File: config.mk
export PLATFORM = sky130hd
export DESIGN_NAME = product_bcd_conv
export DESIGN_NICKNAME = d
export VERILOG_FILES = /design/src/rtl/product_bcd_pkg.sv /design/src/rtl/bcd_digit_adj.sv /design/src/rtl/product_bcd_conv.sv
export SDC_FILE = /design/constraint.sdc
export NUM_CORES = 1
export LEC_CHECK = 0
export ABC_AREA = 1
export CAP_MARGIN = 20
export CORE_MARGIN = 1.5
export CORE_UTILIZATION = 50
export CTS_BUF_LIST = sky130_fd_sc_hd__clkbuf_2
export DETAILED_ROUTE_END_ITERATION = 6
export PLACE_DENSITY_LB_ADDON = 0.1
export SYNTH_ARGS = -nofsm -noshare
export SYNTH_HDL_FRONTEND = slang
export SYNTH_SLANG_ARGS = --single-unit
File: constraint.sdc
create_clock -name Clk -period 1.4 [get_ports Clk]
set_input_delay 0.28 -clock Clk [delete_from_list [all_inputs] [get_ports Clk]]
set_output_delay 0.28 -clock Clk [all_outputs]
set_load 0.01 [all_outputs]
File: src/rtl/product_bcd_pkg.sv
// -----------------------------------------------------------------------------
// product_bcd_pkg
// Shared definitions for the signed-product to BCD converter:
//   - WIDTH_DEF / DIGITS_DEF : default product width and BCD digit count
//   - state_t                : converter FSM state encoding
// -----------------------------------------------------------------------------
package product_bcd_pkg;

   localparam int WIDTH_DEF  = 16;
   localparam int DIGITS_DEF = 5;

   typedef enum logic [1:0] {
      ST_IDLE  = 2'd0,
      ST_SHIFT = 2'd1,
      ST_DONE  = 2'd2
   } state_t;

endpackage

File: src/rtl/bcd_digit_adj.sv
// -----------------------------------------------------------------------------
// bcd_digit_adj
// Combinational double-dabble correction for one BCD digit: a digit of 5 or
// more gets 3 added, so the following left shift carries into the next digit
// exactly when the doubled value would reach 10.
// Ports:
//   digit    : input  [3:0]  scratch digit before correction
//   adjusted : output [3:0]  corrected digit
// -----------------------------------------------------------------------------
module bcd_digit_adj (
   input  logic [3:0] digit,
   output logic [3:0] adjusted
);

   assign adjusted = (digit >= 4'd5) ? (digit + 4'd3) : digit;

endmodule

File: src/rtl/product_bcd_conv.sv
// -----------------------------------------------------------------------------
// product_bcd_conv
// Converts a two's-complement product to sign + packed BCD magnitude using a
// sequential double-dabble, one bit per clock.
// Ports:
//   Clk       : input             system clock, rising edge
//   Reset_n   : input             synchronous active-low reset
//   start_i   : input             request a conversion (sampled in IDLE only)
//   product_i : input  [WIDTH-1]  two's-complement product, sampled at start
//   busy_o    : output            high while shifting
//   done_o    : output            one-cycle pulse when neg_o/bcd_o update
//   neg_o     : output            sign of the last converted product
//   bcd_o     : output [4*DIGITS] packed BCD magnitude, MSD at the top
// Timing: start edge E0, shifts on E1..E(WIDTH), result and done_o registered
// at E(WIDTH), DONE lasts one cycle, then back to IDLE.
// -----------------------------------------------------------------------------
module product_bcd_conv
   import product_bcd_pkg::*;
#(
   parameter int WIDTH  = WIDTH_DEF,
   parameter int DIGITS = DIGITS_DEF
) (
   input  logic                  Clk,
   input  logic                  Reset_n,
   input  logic                  start_i,
   input  logic [WIDTH-1:0]      product_i,
   output logic                  busy_o,
   output logic                  done_o,
   output logic                  neg_o,
   output logic [4*DIGITS-1:0]   bcd_o
);

   localparam int BW  = 4 * DIGITS;
   localparam int TOT = BW + WIDTH;
   localparam int CW  = (WIDTH > 1) ? $clog2(WIDTH) : 1;

   state_t              state_reg,   state_next;
   logic [BW-1:0]       scratch_reg, scratch_next;
   logic [WIDTH-1:0]    mag_reg,     mag_next;
   logic [CW-1:0]       cnt_reg,     cnt_next;
   logic                neg_reg,     neg_next;
   logic [BW-1:0]       bcd_reg,     bcd_next;
   logic                neg_out_reg, neg_out_next;
   logic                busy_reg,    busy_next;
   logic                done_reg,    done_next;

   logic [BW-1:0]       adj_scratch;
   logic [TOT-1:0]      shift_vec;
   logic [TOT-1:0]      shifted;
   logic [WIDTH-1:0]    abs_product;

   // Per-digit add-3 correction applied before every shift.
   genvar gi;
   generate
      for (gi = 0; gi < DIGITS; gi++) begin : g_adj
         bcd_digit_adj u_adj (
            .digit    (scratch_reg[4*gi +: 4]),
            .adjusted (adj_scratch[4*gi +: 4])
         );
      end
   endgenerate

   // scratch:mag shifted left as one vector; the magnitude MSB feeds digit 0.
   assign shift_vec = {adj_scratch, mag_reg};
   assign shifted   = shift_vec << 1;

   // Unsigned negation of the most negative value yields 2^(WIDTH-1), which
   // is exactly its magnitude when read as unsigned.
   assign abs_product = product_i[WIDTH-1] ? (-product_i) : product_i;

   always_ff @(posedge Clk) begin
      if (!Reset_n) begin
         state_reg   <= ST_IDLE;
         scratch_reg <= '0;
         mag_reg     <= '0;
         cnt_reg     <= '0;
         neg_reg     <= 1'b0;
         bcd_reg     <= '0;
         neg_out_reg <= 1'b0;
         busy_reg    <= 1'b0;
         done_reg    <= 1'b0;
      end else begin
         state_reg   <= state_next;
         scratch_reg <= scratch_next;
         mag_reg     <= mag_next;
         cnt_reg     <= cnt_next;
         neg_reg     <= neg_next;
         bcd_reg     <= bcd_next;
         neg_out_reg <= neg_out_next;
         busy_reg    <= busy_next;
         done_reg    <= done_next;
      end
   end

   always_comb begin
      state_next   = state_reg;
      scratch_next = scratch_reg;
      mag_next     = mag_reg;
      cnt_next     = cnt_reg;
      neg_next     = neg_reg;
      bcd_next     = bcd_reg;
      neg_out_next = neg_out_reg;
      busy_next    = 1'b0;
      done_next    = 1'b0;

      case (state_reg)
         ST_IDLE: begin
            if (start_i) begin
               neg_next     = product_i[WIDTH-1];
               mag_next     = abs_product;
               scratch_next = '0;
               cnt_next     = '0;
               busy_next    = 1'b1;
               state_next   = ST_SHIFT;
            end
         end

         ST_SHIFT: begin
            scratch_next = shifted[TOT-1:WIDTH];
            mag_next     = shifted[WIDTH-1:0];
            if (cnt_reg == CW'(WIDTH - 1)) begin
               // Last shift: publish the freshly shifted scratch directly.
               cnt_next     = '0;
               bcd_next     = shifted[TOT-1:WIDTH];
               neg_out_next = neg_reg;
               done_next    = 1'b1;
               state_next   = ST_DONE;
            end else begin
               cnt_next  = cnt_reg + CW'(1);
               busy_next = 1'b1;
            end
         end

         ST_DONE: begin
            state_next = ST_IDLE;
         end

         default: begin
            state_next = ST_IDLE;
         end
      endcase
   end

   assign busy_o = busy_reg;
   assign done_o = done_reg;
   assign neg_o  = neg_out_reg;
   assign bcd_o  = bcd_reg;

endmodule

==> results.md, run 1 <==
* Via count at 3576
* Data arrival time of the worst path at 1880 ps
* Design Area, Final at 4900 um^2
* Port Buffer Count at 41
* GR Util All Layers at 0.242
* Hold Crit Class: input pin to register
* Clock latency on the worst-skew pair at 490 ps
* Max_cap viols at 0
* Cell taking the most area after synthesis: dfxtp_1
* Clk_skew at 28.0 ps
* CP Launch Type: register
* Setup TNS at -336 ps
* CTS sink cnt at 66
* DR vias/cell at 5.24
* Final Setup Violations at 14
* Post-place instance area at 4270 um^2
* Failing checks: design-rule violations, negative setup slack
* Synthesized area at 3390 um^2
* Vias in the first global route at 3306
* GP Congestion at 0.856
* Ys async rst share at 0
* Reg2reg setup slack at -60 ps
* Worst rel slew slack at 0.767
* Ys flop type: dfxtp_1
* Final Non-Filler Cells at 683
* Fmax at 0.685 GHz
* Routed Wire Length at 9360 um
* Clock transition at path regs at 190 ps
* Avg WL per Cell at 13.7 um
* Leakage at 2.03 nW
* Slack of the critical path at -59.7 ps
* Worst setup startpoint: cnt_reg[0]$_SDFFE_PN0P_
* Layout area overhead at 44.8%
* Bufs on Longest Clock Path at 2
* Die X at 85.3 um
* FF-to-FF path depth at 8
* Final Slew Violations at 0
* First-pass GRT wire length at 14300 um
* TritonCTS clock tree: yes
* Synth warnings at 0
* Synth Instances at 490
* Die height at 85.3 um
* Average size of a mapped cell at 6.91 um^2
* Largest net degree at the start of global routing at 24
* Initial antenna violation count at 0
* Synth Register Bits at 66
* GRT Residual Overflow at 0
* Dpl hpwl at 5730 um
* Outcome: complete, but fails checks
* Critical Path End: bcd_o[12]$_SDFFE_PN0P_
* Starting Density at 0.524
* TritonCTS Buffers at 9
* PD cells at 736 nW/um^2
* Row count at 29
* Worst r2r dst: bcd_o[12]$_SDFFE_PN0P_
* DP Cell Count at 645
* Share of Yosys cell area claimed by the top area cell type at 0.390
* Commonest cells after routing, fill and taps aside: 136 x nand2_1, 69 x buf_4, 55 x a21oi_1
* H-tree levels at 3
* Slew @ Worst Pin at 346 ps
* Peak supply drop at 0.640 mV
* RSZ-0062 raised after global routing: true
* Most common cell after layout, fill and taps aside: nand2_1
* Routed Antenna Nets at 0
* NumNets Final at 632
* Dominant cells by area after synthesis: dfxtp_1 39%, nand2_1 16%, a21oi_1 10%, inv_1 4.8%, nand3_1 4.7%
* CTS root buf: clkbuf_2
* Critical path endpoint category: register
* Setup CP Type: register to register
* Core area at 6460 um^2
* DR pass1 iterations at 7
* Layout cells sized above 1 at 0.378
* Iter 0 DRT Violations at 176
* Worst R2R Start: cnt_reg[0]$_SDFFE_PN0P_
* Number of flops mapped to enable cells by yosys at 0
* Boundary Pins at 42
* Post-synth cell types at 32
* Pre-CTS WS at -410 ps
* Hold Vio Cnt, Final at 0
* Crit Path Max Fanout at 7
* Final Critical Period at 1460 ps
* Die area at 7270 um^2
* Register area share after synthesis at 0.390
* Total design power at 3.61 mW
* Final Cycle Share at 1.04
* Drc violations at 1
* Required time of the critical path at 1820 ps
* Synth Net Count at 521
* ANT cells at 0
## layer usage
metal / up-vias / routed length, um / track usage
met1: 1686 / 4200 / 0.303
li1: 1796 / - / -
met2: 80 / 4650 / 0.417
met5: - / 0 / 0
met3: 14 / 383 / 0.0486
met4: 0 / 127 / 0.0762
## kinds of logic (layout without fill, tap and decap cells)
logic type,after synthesis,count (layout),share of synthesized area
AOI/OAI and AO/OA,105,105,0.158
buffers and inverters,69,185,0.0887
xor gates and xnor gates,11,11,0.0285
and+or+nand+nor,226,226,0.287
DFF,66,66,0.390
muxes,1,1,0.00296
adders and majority gates,12,12,0.0443
## synthesized netlist by cell type (2+ instances only)
master / count
nand4_1: 2
buf_6: 3
nand2_4: 3
clkbuf_1: 6
inv_1: 43
clkinv_1: 2
nor2_4: 2
nand2_2: 4
nand2_1: 144
a21oi_1: 70
dfxtp_1: 66
buf_4: 2
nand3_1: 32
or2_4: 4
xor2_1: 10
ha_1: 12
nor2_1: 30
o21ai_0: 30
buf_2: 9
inv_2: 3
nor4_1: 2
## metrics by stage
stage | hold slack, ps | utilization
6_report | 403 | 0.759
5_1_grt | 381 | 0.759
3_5_place_dp | 451 | 0.661
4_1_cts | 347 | 0.714
2_1_floorplan | 378 | -
3_3_place_gp | 449 | 0.661
## how the worst min path moves through the flow
stage | cells after the start | slack (ps) | startpoint | to
2_1_floorplan | 2 | 380 | Reset_n | mag_reg[1]$_SDFFE_PN0P_
3_3_place_gp | 2 | 450 | bcd_o[6]$_SDFFE_PN0P_ | bcd_o[6]$_SDFFE_PN0P_
3_5_place_dp | 2 | 450 | bcd_o[6]$_SDFFE_PN0P_ | bcd_o[6]$_SDFFE_PN0P_
4_1_cts | 3 | 350 | product_i[0] | mag_reg[0]$_SDFFE_PN0P_
5_1_grt | 3 | 380 | product_i[0] | mag_reg[0]$_SDFFE_PN0P_
6_report | 3 | 400 | product_i[0] | mag_reg[0]$_SDFFE_PN0P_
## final cells by class
class | instances | area [um^2]
multi-input combinational | 355 | 2160
fill | 475 | 1560
sequential | 66 | 1370
timing repair buffer | 121 | 986
inverter | 48 | 188
tap | 77 | 96.3
clock buffer | 11 | 55.1
clock inverter | 5 | 55.1
## critical path: stages (launching register included)
cell     delay [ps]
dfxtp_2         400
ha_4            160
nand2_4          60
nor2_4           80
inv_2            50
nor2_4          200
buf_6           190
nand3_1         110
a21oi_1         140
## repair_timing
action,CTS,global route
setup endpoints to repair,54,61
setup buffers,8,14
resized for setup,113,103
hold buffers,0,0
cloned,1,0
pin swaps,13,47
## report_power, final
part	switching (mW)	internal [mW]
logic	0.310	0.258
clock network	0.666	0.422
registers	0.0252	1.93
total	1.00	2.61
(Power assumes the default switching activity.)
==> run 2: changes to the inputs <==
Settings changed: CORE_MARGIN 1.5 to 2, GPL_ROUTABILITY_DRIVEN set to 0.
==> run 2 against run 1 <==
  * The flow finishes with violations (negative setup slack)
  * Wire length fell by 8.2%
  * Utilization fell by 2.7 points
  * Die area rose by 2.4%
  * Sequential power barely moved
  * Final cell count fell by 2.2%
  * Worst hold slack got worse by 34 ps
  * Maximum frequency rose by 2.3%
  * First-iteration DRC count fell by 2.8%
  * Sequential share of layout area rose by 1.1 points
  * Clock skew barely moved
  * Largest cell class unchanged
  * Highest routed layer unchanged
==> results.md, run 2 (synthesis gave the netlist of run 1 again) <==
* Final Critical Period at 1430 ps
* Outcome: complete, but fails checks
* Die X at 86.3 um
* Worst path slowest cell: dfxtp_2
* Dpl hpwl at 5520 um
* Clock latency on the worst-skew pair at 490 ps
* TritonCTS clock tree: yes
* Worst-path cell chain: ha_4 > nand2_4 > nor2_4 > inv_2 > nor2_4 > buf_12 > buf_12 > nor2_2 > nor2_1 > o21ai_1 > inv_1
* Core area at 6460 um^2
* Port Buffer Count at 41
* Peak supply drop at 0.701 mV
* TritonCTS Buffers at 9
* NumNets Final at 617
* Design Area, Final at 4730 um^2
* First-pass GRT wire length at 13600 um
* DP Cell Count at 639
* Via count at 3452
* Starting Density at 0.524
* Largest net degree at the start of global routing at 40
* CTS root buf: clkbuf_2
* ANT cells at 0
* Avg WL per Cell at 12.9 um
* Core Util, Final at 0.732
* Worst rel slew slack at 0.681
* DR vias/cell at 5.17
* RSZ-0062 raised after global routing: true
* Row count at 29
* Routed Antenna Nets at 0
* FILL cells at 500
* Required time of the critical path at 1850 ps
* Boundary Pins at 42
* Setup CP Type: register to register
* Setup TNS at -82.3 ps
* Fmax at 0.701 GHz
* GRT Residual Overflow at 0
* CP Launch Type: register
* Routed Wire Length at 8600 um
* GR Util All Layers at 0.224
* Crit Path Max Fanout at 7
* Layout area overhead at 39.7%
* Final Non-Filler Cells at 668
* Post-place instance area at 4200 um^2
* Vias in the first global route at 3155
* Iter 0 DRT Violations at 171
* Slack of the critical path at -26.4 ps
* DR pass1 iterations at 4
* Bufs on Longest Clock Path at 2
* Most common cell after layout, fill and taps aside: nand2_1
* Hold Crit Class: input pin to register
* PD cells at 709 nW/um^2
* Final Cycle Share at 1.02
* CTS Hold Buffers Added at 0
* Clock transition at path regs at 170 ps
* Data arrival time of the worst path at 1870 ps
* Slew @ Worst Pin at 474 ps
* Critical path endpoint category: register
* Layout cells sized above 1 at 0.359
* H-tree levels at 3
* Drc violations at 0
* Final Slew Violations at 0
* Failing checks: negative setup slack
* Die area at 7450 um^2
* Initial antenna violation count at 0
* CTS sink cnt at 66
* Critical Path Max Stage Delay at 390 ps
* Commonest cells after routing, fill and taps aside: 136 x nand2_1, 55 x a21oi_1, 54 x buf_4
* Hold Vio Cnt, Final at 0
* Clk_skew at 28.4 ps
* Die height at 86.3 um
* Leakage at 1.94 nW
* Max_cap viols at 0
* Final Setup Violations at 5
==> run 2: changes by cell type in the layout (fill, tap and decap cells not counted), sizes merged <==
cell,previous run,this run
bufinv,1,0
clkbuf,24,31
clkinv,5,7
clkdlybuf4s15,1,0
clkinvlp,1,0
buf,89,68
==> run 2: report_power, final <==
group	total (mW)	switching [mW]	leakage [nW]	internal, mW
Sequential	1.95	0.0247	0.554	1.93
Clock	0.875	0.648	0.0582	0.226
Combinational	0.529	0.294	1.33	0.236
Total	3.35	0.967	1.94	2.39
==> run 2: stage by stage <==
stage | setup slack, ps | hold WS (ps) | power, mW
floorplan | 12.1 | 378 | 2.29
finish | -26.4 | 368 | 3.35
global route | -96.1 | 336 | 3.52
global placement | -335 | 443 | 2.51
detailed placement | -360 | 447 | 2.51
CTS | -50.7 | 339 | 3.36
==> run 2: path summary, 6_finish.rpt <==
path	to	startpoint	slack, ps	cells past startpoint
hold / removal	mag_reg[0]$_SDFFE_PN0P_	product_i[0]	370	3
setup / recovery	bcd_o[14]$_SDFFE_PN0P_	cnt_reg[0]$_SDFFE_PN0P_	-30	11
setup reg to reg	bcd_o[14]$_SDFFE_PN0P_	cnt_reg[0]$_SDFFE_PN0P_	-30	11
hold reg to reg	mag_reg[0]$_SDFFE_PN0P_	mag_reg[0]$_SDFFE_PN0P_	470	2
==> run 2: critical path: cells and delay by family, from the launching register on <==
family / cells / cell delay (ps)
flip-flops: 1 / 390
buffers and inverters: 4 / 370
AND/OR/NAND/NOR: 5 / 390
adder cells (fa/ha/maj): 1 / 150
AO/OA/AOI/OAI: 1 / 70
==> run 2: repair_timing <==
item / CTS / global route
setup buffers: 2 / 10
pin swaps: 9 / 39
setup endpoints to repair: 55 / 57
cloned: 1 / 0
resized for setup: 96 / 116
==> run 2: routing by layer <==
metal | track usage | part of all wire | wire length, um
met1 | 0.283 | 0.46 | 3950
met2 | 0.383 | 0.49 | 4210
met3 | 0.0552 | 0.036 | 312
met4 | 0.0611 | 0.015 | 125
met5 | 0 | 0 | 0
==> run 2: layout make-up <==
class                      count  area [um^2]  area share
clock buffer                  11         55.1      0.0116
clock inverter                 5         21.3     0.00450
inverter                      48          190      0.0402
multi-input combinational    355         2130       0.450
sequential                    66         1370       0.290
tap                           77         96.3      0.0204
timing repair buffer         106          868       0.184
